## src/rtl/arb21_rr.sv

```systemverilog
// Two-requester round-robin arbiter with a bounded hold time under contention.
// Grants, encoded index and preempt pulse all come straight from flops.
`timescale 1ns/1ps

module arb21_rr #(
  parameter int unsigned MAX_HOLD = 8,
  parameter int unsigned CW       = 4
) (
  input  logic clk,
  input  logic rst_n,
  input  logic req1,
  input  logic req2,
  output logic gnt1,
  output logic gnt2,
  output logic gnt_valid,
  output logic gnt_idx,
  output logic preempt
);

  // Encoding chosen so each grant is a single state bit with no decode logic.
  typedef enum logic [1:0] {
    IDLE = 2'b00,
    G1   = 2'b01,
    G2   = 2'b10
  } state_e;

  localparam logic [CW-1:0] HOLD_LIM = CW'(MAX_HOLD - 1);

  state_e          state_q,    state_d;
  logic [CW-1:0]   hold_cnt_q, hold_cnt_d;
  logic            last2_q,    last2_d;
  logic            gnt_idx_q,  gnt_idx_d;
  logic            preempt_q,  preempt_d;

  always_comb begin
    // NOTE: every signal gets a default before the case so no latch is inferred.
    state_d    = state_q;
    hold_cnt_d = hold_cnt_q;
    last2_d    = last2_q;
    gnt_idx_d  = gnt_idx_q;
    preempt_d  = 1'b0;

    unique case (state_q)
      IDLE: begin
        if (req1 && req2)  state_d = last2_q ? G1 : G2;
        else if (req1)     state_d = G1;
        else if (req2)     state_d = G2;
      end

      G1: begin
        if (!req1) begin
          state_d = req2 ? G2 : IDLE;
        end else if (req2) begin
          if (hold_cnt_q == HOLD_LIM) begin
            state_d   = G2;
            preempt_d = 1'b1;
          end else begin
            hold_cnt_d = hold_cnt_q + CW'(1);
          end
        end else begin
          hold_cnt_d = '0;
        end
      end

      G2: begin
        if (!req2) begin
          state_d = req1 ? G1 : IDLE;
        end else if (req1) begin
          if (hold_cnt_q == HOLD_LIM) begin
            state_d   = G1;
            preempt_d = 1'b1;
          end else begin
            hold_cnt_d = hold_cnt_q + CW'(1);
          end
        end else begin
          hold_cnt_d = '0;
        end
      end

      default: state_d = IDLE;
    endcase

    // Any change of owner restarts the contention count and records the winner.
    if (state_d != state_q) begin
      hold_cnt_d = '0;
      if (state_d == G1) begin
        last2_d   = 1'b0;
        gnt_idx_d = 1'b0;
      end else if (state_d == G2) begin
        last2_d   = 1'b1;
        gnt_idx_d = 1'b1;
      end
    end
  end

  always_ff @(posedge clk or negedge rst_n) begin
    if (!rst_n) begin
      state_q    <= IDLE;
      hold_cnt_q <= '0;
      last2_q    <= 1'b1;
      gnt_idx_q  <= 1'b0;
      preempt_q  <= 1'b0;
    end else begin
      // NOTE: non-blocking assignments so all flops update from pre-edge values.
      state_q    <= state_d;
      hold_cnt_q <= hold_cnt_d;
      last2_q    <= last2_d;
      gnt_idx_q  <= gnt_idx_d;
      preempt_q  <= preempt_d;
    end
  end

  assign gnt1      = state_q[0];
  assign gnt2      = state_q[1];
  assign gnt_valid = state_q[0] | state_q[1];
  assign gnt_idx   = gnt_idx_q;
  assign preempt   = preempt_q;

  a_onehot: assert property (@(posedge clk) disable iff (!rst_n) !(gnt1 && gnt2));

endmodule
```

## config.mk

```make
export PLATFORM = sky130hd
export DESIGN_NAME = arb21_rr
export DESIGN_NICKNAME = d
export VERILOG_FILES = /design/src/rtl/arb21_rr.sv
export SDC_FILE = /design/constraint.sdc
export NUM_CORES = 1
export LEC_CHECK = 0
export CAP_MARGIN = 20
export CORE_MARGIN = 5
export CORE_UTILIZATION = 50
export DETAILED_ROUTE_END_ITERATION = 8
export PLACE_DENSITY_LB_ADDON = 0.25
export SYNTH_ARGS = -nofsm -noshare
export SYNTH_HDL_FRONTEND = slang
export SYNTH_SLANG_ARGS = --single-unit
```

## constraint.sdc

```tcl
create_clock -name clk -period 3 [get_ports clk]
set_input_delay 0.3 -clock clk [delete_from_list [all_inputs] [get_ports clk]]
set_output_delay 0.3 -clock clk [all_outputs]
set_load 0.02 [all_outputs]
```

Yosys cells after proc, flatten, opt, wreduce, memory -nomap -nowiden

Index checks and enable logic that the tools add are counted.
Widths: inputs -> output; s select.

Bits in registers: 9
Bits of input ports: 4
Output and inout bits: 5
Logic and storage cells: 49

Add/subtract/negate cells: 1
Equal/unequal tests: 8
Mux-type cells: 28
Bitwise gates (word level): 1
Reduce and logical (&&, ||, !) cells: 6

Operators with widths:

| cell                | count |
|---|---|
| $mux 4              | 6 |
| $mux 2              | 11 |
| $mux 1              | 8 |
| $pmux 4 s2          | 1 |
| $ne 3x3->1 const B  | 2 |
| $pmux 2 s3          | 1 |
| $add 4x1->4 const B | 1 |
| $eq 2x1->1 const B  | 2 |
| $eq 2x2->1 const B  | 2 |
| $eq 4x3->1 const B  | 1 |
| $reduce_and 3->1    | 1 |
| $reduce_bool 3->1   | 1 |
| $logic_not 2->1     | 1 |
| $ne 2x2->1          | 1 |
| $pmux 1 s2          | 1 |
| $reduce_and 2->1    | 1 |
| $reduce_bool 2->1   | 1 |
| $logic_and 1x1->1   | 1 |
| $or 1x1->1          | 1 |

Longest topological paths before layout

Depth in word-level cells: 8
Depth in mapped cells: 8
Mapped depth without buffers: 8

Worst setup path before layout

No wires, ideal clock.

Path type: register to register
Start: register state_q[0]
End: register last2_q
Setup time: 0.075 ns
Arrival: 2.202 ns
Required time: 2.925 ns
Setup slack: 0.723 ns
Stages on the path, launching flop included: 9
Buffers on the path: 0
Clock period less this slack: 2.277 ns
Path through: dfrtp_1 -> inv_1 -> ha_1 -> nor2b_1 -> o2111ai_1 -> o311ai_4 -> ha_1 -> a21oi_2 -> mux2i_1

Word-level cells in the longest chain between the ends: 7
Elaborated cells on any way between the ends: 19
Those cells by class: eq/ne: 5; mux: 11; reduce/logical: 3

Ends and longest elaborated chain:

| what                                            | line       | text |
|---|---|---|
| start, declared                                 | 29         | `state_e state_q, state_d;` |
| start signal, assigned                          | 105        | `state_q <= state_d;` |
| $mux 2, on equally long branches                | 69, 47, 54 |  |
| $mux 2, on equally long branches                | 68, 46, 53 |  |
| $mux 2, on equally long branches                | 66, 45, 51 |  |
| $pmux 2 s3 *                                    | 43         | `unique case (state_q)` |
| net state_d[0]                                  | 29         |  |
| $eq 2x1->1 / $eq 2x2->1 (equally long branches) | 86, 89     |  |
| $reduce_bool 2->1 (no line)                     | -          |  |
| $reduce_and 2->1 (no line)                      | -          |  |
| end signal, assigned                            | 107        | `last2_q <= last2_d;` |
| end, declared                                   | 31         | `logic last2_q, last2_d;` |

Mark *: on every way through the listed nets, which the timed path passes. The rest lies on a longest branch.
A chain may end at the register's enable or synchronous reset.

Worst setup path after layout

Start: register state_q[0]
End: register gnt_idx_q, in the netlist gnt_idx

Word-level cells in the longest chain between the ends: 7
Elaborated cells on any way between the ends: 19
Those cells by class: eq/ne: 5; mux: 11; reduce/logical: 3

Ends and longest elaborated chain:

| what                                            | line       | text |
|---|---|---|
| $mux 2, on equally long branches                | 69, 47, 54 |  |
| $mux 2, on equally long branches                | 68, 46, 53 |  |
| $mux 2, on equally long branches                | 66, 45, 51 |  |
| $pmux 2 s3 *                                    | 43         |  |
| net state_d[0]                                  | 29         |  |
| $eq 2x1->1 / $eq 2x2->1 (equally long branches) | 86, 89     |  |
| $reduce_bool 2->1 (no line)                     | -          |  |
| $reduce_and 2->1 (no line)                      | -          |  |
| end signal, assigned                            | 108        | `gnt_idx_q <= gnt_idx_d;` |
| end, declared                                   | 32         | `logic gnt_idx_q, gnt_idx_d;` |

Marked as above.

==> reports/qor.yml <==
layout.nets: 92
wirelength_um: 1330
numCtsBuffers: 3
maxSlewViolCount: 0
cts_resized: 0
dr_wl_met3_um: 56
htreeDepth: 1
grt_max_degree: 12
ir_worst_vdd_uv: 555
ios: 9
worstSkewPairLatency_ns: 0.26
ys_ff_latch: 9
grt_usage: 0.146
routed_via_density: 5.68
worst_ep_arrival_time_ns: 2.50
synth.avg_cell_area_sq_um: 10.0
grt_pass1_vias: 513
finalCritPeriodShare: 0.772
cp.required_ns: 3.18
die_h_um: 47.5
gr-total-overflow: 0
drive_gt1_frac: 0.160
setup-tns-final_ns: 0
cp-end-kind: "register"
crit_fanout: 6
slew_headroom: 0.640
initialDrtViolationCount: 10
antenna_found_initial: 0
start_util: 0.534
async_flop_share: 1.00
syn_area_sq_um: 703
placed_area_sq_um: 797
tritoncts: "built"
synth_fp_nets: 80
outcome: "completed"
postSynth.topFlopCell: "dfrtp_1"
ctsLongestPathBuffers: 2
post_cts_buffers: 0
reg2reg_from: "state_q[0]"
core_sq_um: 1320
yosys_warnings: 0
hpwl_um: 1050
mostFrequentLayoutCells: "inv_1 (8), dfrtp_1 (8), clkdlybuf4s50_1 (8)"
root_buffer: "clkbuf_4"
drt-pass1-iter-count: 6
final-hold-violation-count: 0
synthDistinctLibCells: 35
clkTransAtPathRegs_ns: 0.06
final-setup-viol-count: 0
final_area_sq_um: 823
maxCapViolations: 0
crit_start: "state_q[0]"
finalClockSkew_ns: 0.00204
drc_errors: 0
die_x_um: 47.5
wl_met2_um: 608
critPathLaunchType: "register"
antennaDiodeCount: 0
pwr_density_cell_nw_per_um2: 936
yosysTopAreaCellShare: 0.285
grt_pass1_wl_um: 2310
vias: 545
path_class: "register to register"
synth_top_area_cell: "dfrtp_1"
num_rows: 13
numPortBuffers: 8
fmax_ghz: 0.432
holdBufCountCts: 0
rsz0062_at_grt: "false"
area_growth_pct: 17.1
topRoutingLayerUsed: "met4"
worst_hold_path_type: "input pin to asynchronous set/reset pin"
gp_congestion: 0.872
ant_nets: 0
die_area_sq_um: 2260
synth_edf_count: 0
p_leak_nw: 0.362
wl_per_cell_um: 13.8
clkSinkCount: 9
ys_top_cells_by_area: "dfrtp_1 (28%), ha_1 (11%), xnor2_2 (4.6%)"
ys_seq_area_frac: 0.322
wl_met1_um: 658
fin_crit_ns: 2.32
syn_inst: 70
worst_pin_slew_ns: 0.535
-- cell usage after synthesis, types with 2 or more instances --
library cell,n
a21oi_1,2
dfrtp_1,8
ha_1,6
inv_1,8
mux2i_1,3
nand2_1,4
nand3_1,3
nand4_1,2
nand4b_1,2
nor2_1,3
nor2b_1,2
nor3_1,3
xnor2_2,2
-- area by class of cell --
| class | count | area (sq um) |
|---|---|---|
| Multi-Input combinational cell | 52 | 442 |
| Inverter | 8 | 30.0 |
| Tap cell | 15 | 18.8 |
| Timing Repair Buffer | 8 | 80.1 |
| Sequential cell | 9 | 226 |
| Clock buffer | 4 | 26.3 |
| Fill cell | 106 | 494 |
-- layer usage --
layer / track usage / vias to the layer above
met1: 0.197 / 253
met5: 0 / -
li1: - / 279
met4: 0.0331 / 0
met2: 0.222 / 11
met3: 0.0564 / 2
-- final timing paths --
kind | to | slack [ns] | cells after the start
worst max-delay path | gnt_idx | 0.68 | 8
worst min-delay path | hold_cnt_q[0] | 0.34 | 1
worst max register to register | gnt_idx | 0.68 | 8
worst min register to register | last2_q | 0.48 | 2
max in group asynchronous | last2_q | 2.33 | 1
min in group clk | last2_q | 0.48 | 2
-- through the flow --
step                      setup slack [ns]  utilization  power [mW]  hold slack [ns]  cells
after CTS                            0.654        0.625       0.782            0.356     96
final                                0.683        0.625       0.770            0.340     96
after global placement               0.599        0.605       0.678            0.460     92
after global routing                 0.479        0.625       0.848            0.358     96
after floorplan                      0.723            -       0.563          0.00441     70
after detailed placement             0.599        0.605       0.684            0.475     92
-- cell families (layout without fill, tap and decap cells) --
family                   after synthesis  count (layout)  synth area share
AO/OA/AOI/OAI                         14              14             0.190
XOR/XNOR                               3               3            0.0587
adder cells (fa/ha/maj)                6               6             0.107
buffers and inverters                  9              20            0.0498
flip-flops                             9               9             0.322
multiplexers                           4               4            0.0587
AND/OR/NAND/NOR                       25              25             0.214
-- sequential cells by signal, indices dropped and copies added, names as in the netlist --
| name | flops |
|---|---|
| last2_q | 1 |
| preempt | 1 |
| gnt_idx | 1 |
| state_q | 2 |
| hold_cnt_q | 4 |
-- worst max-delay path: stages, from the launching register on --
cell and delay (ns):
dfrtp_1 0.48, inv_1 0.13, ha_1 0.28, nor2b_1 0.18, o2111ai_1 0.30, o311ai_4 0.18
ha_1 0.33, a21oi_2 0.16, mux2i_1 0.21
-- report_power, final --
group          internal (mW)  switching [mW]  total [mW]
logic                  0.223           0.259       0.482
clock network         0.0512          0.0414      0.0926
registers              0.155          0.0414       0.196
total                  0.428           0.342       0.770
Note: power is estimated with default switching activity, not from simulation.
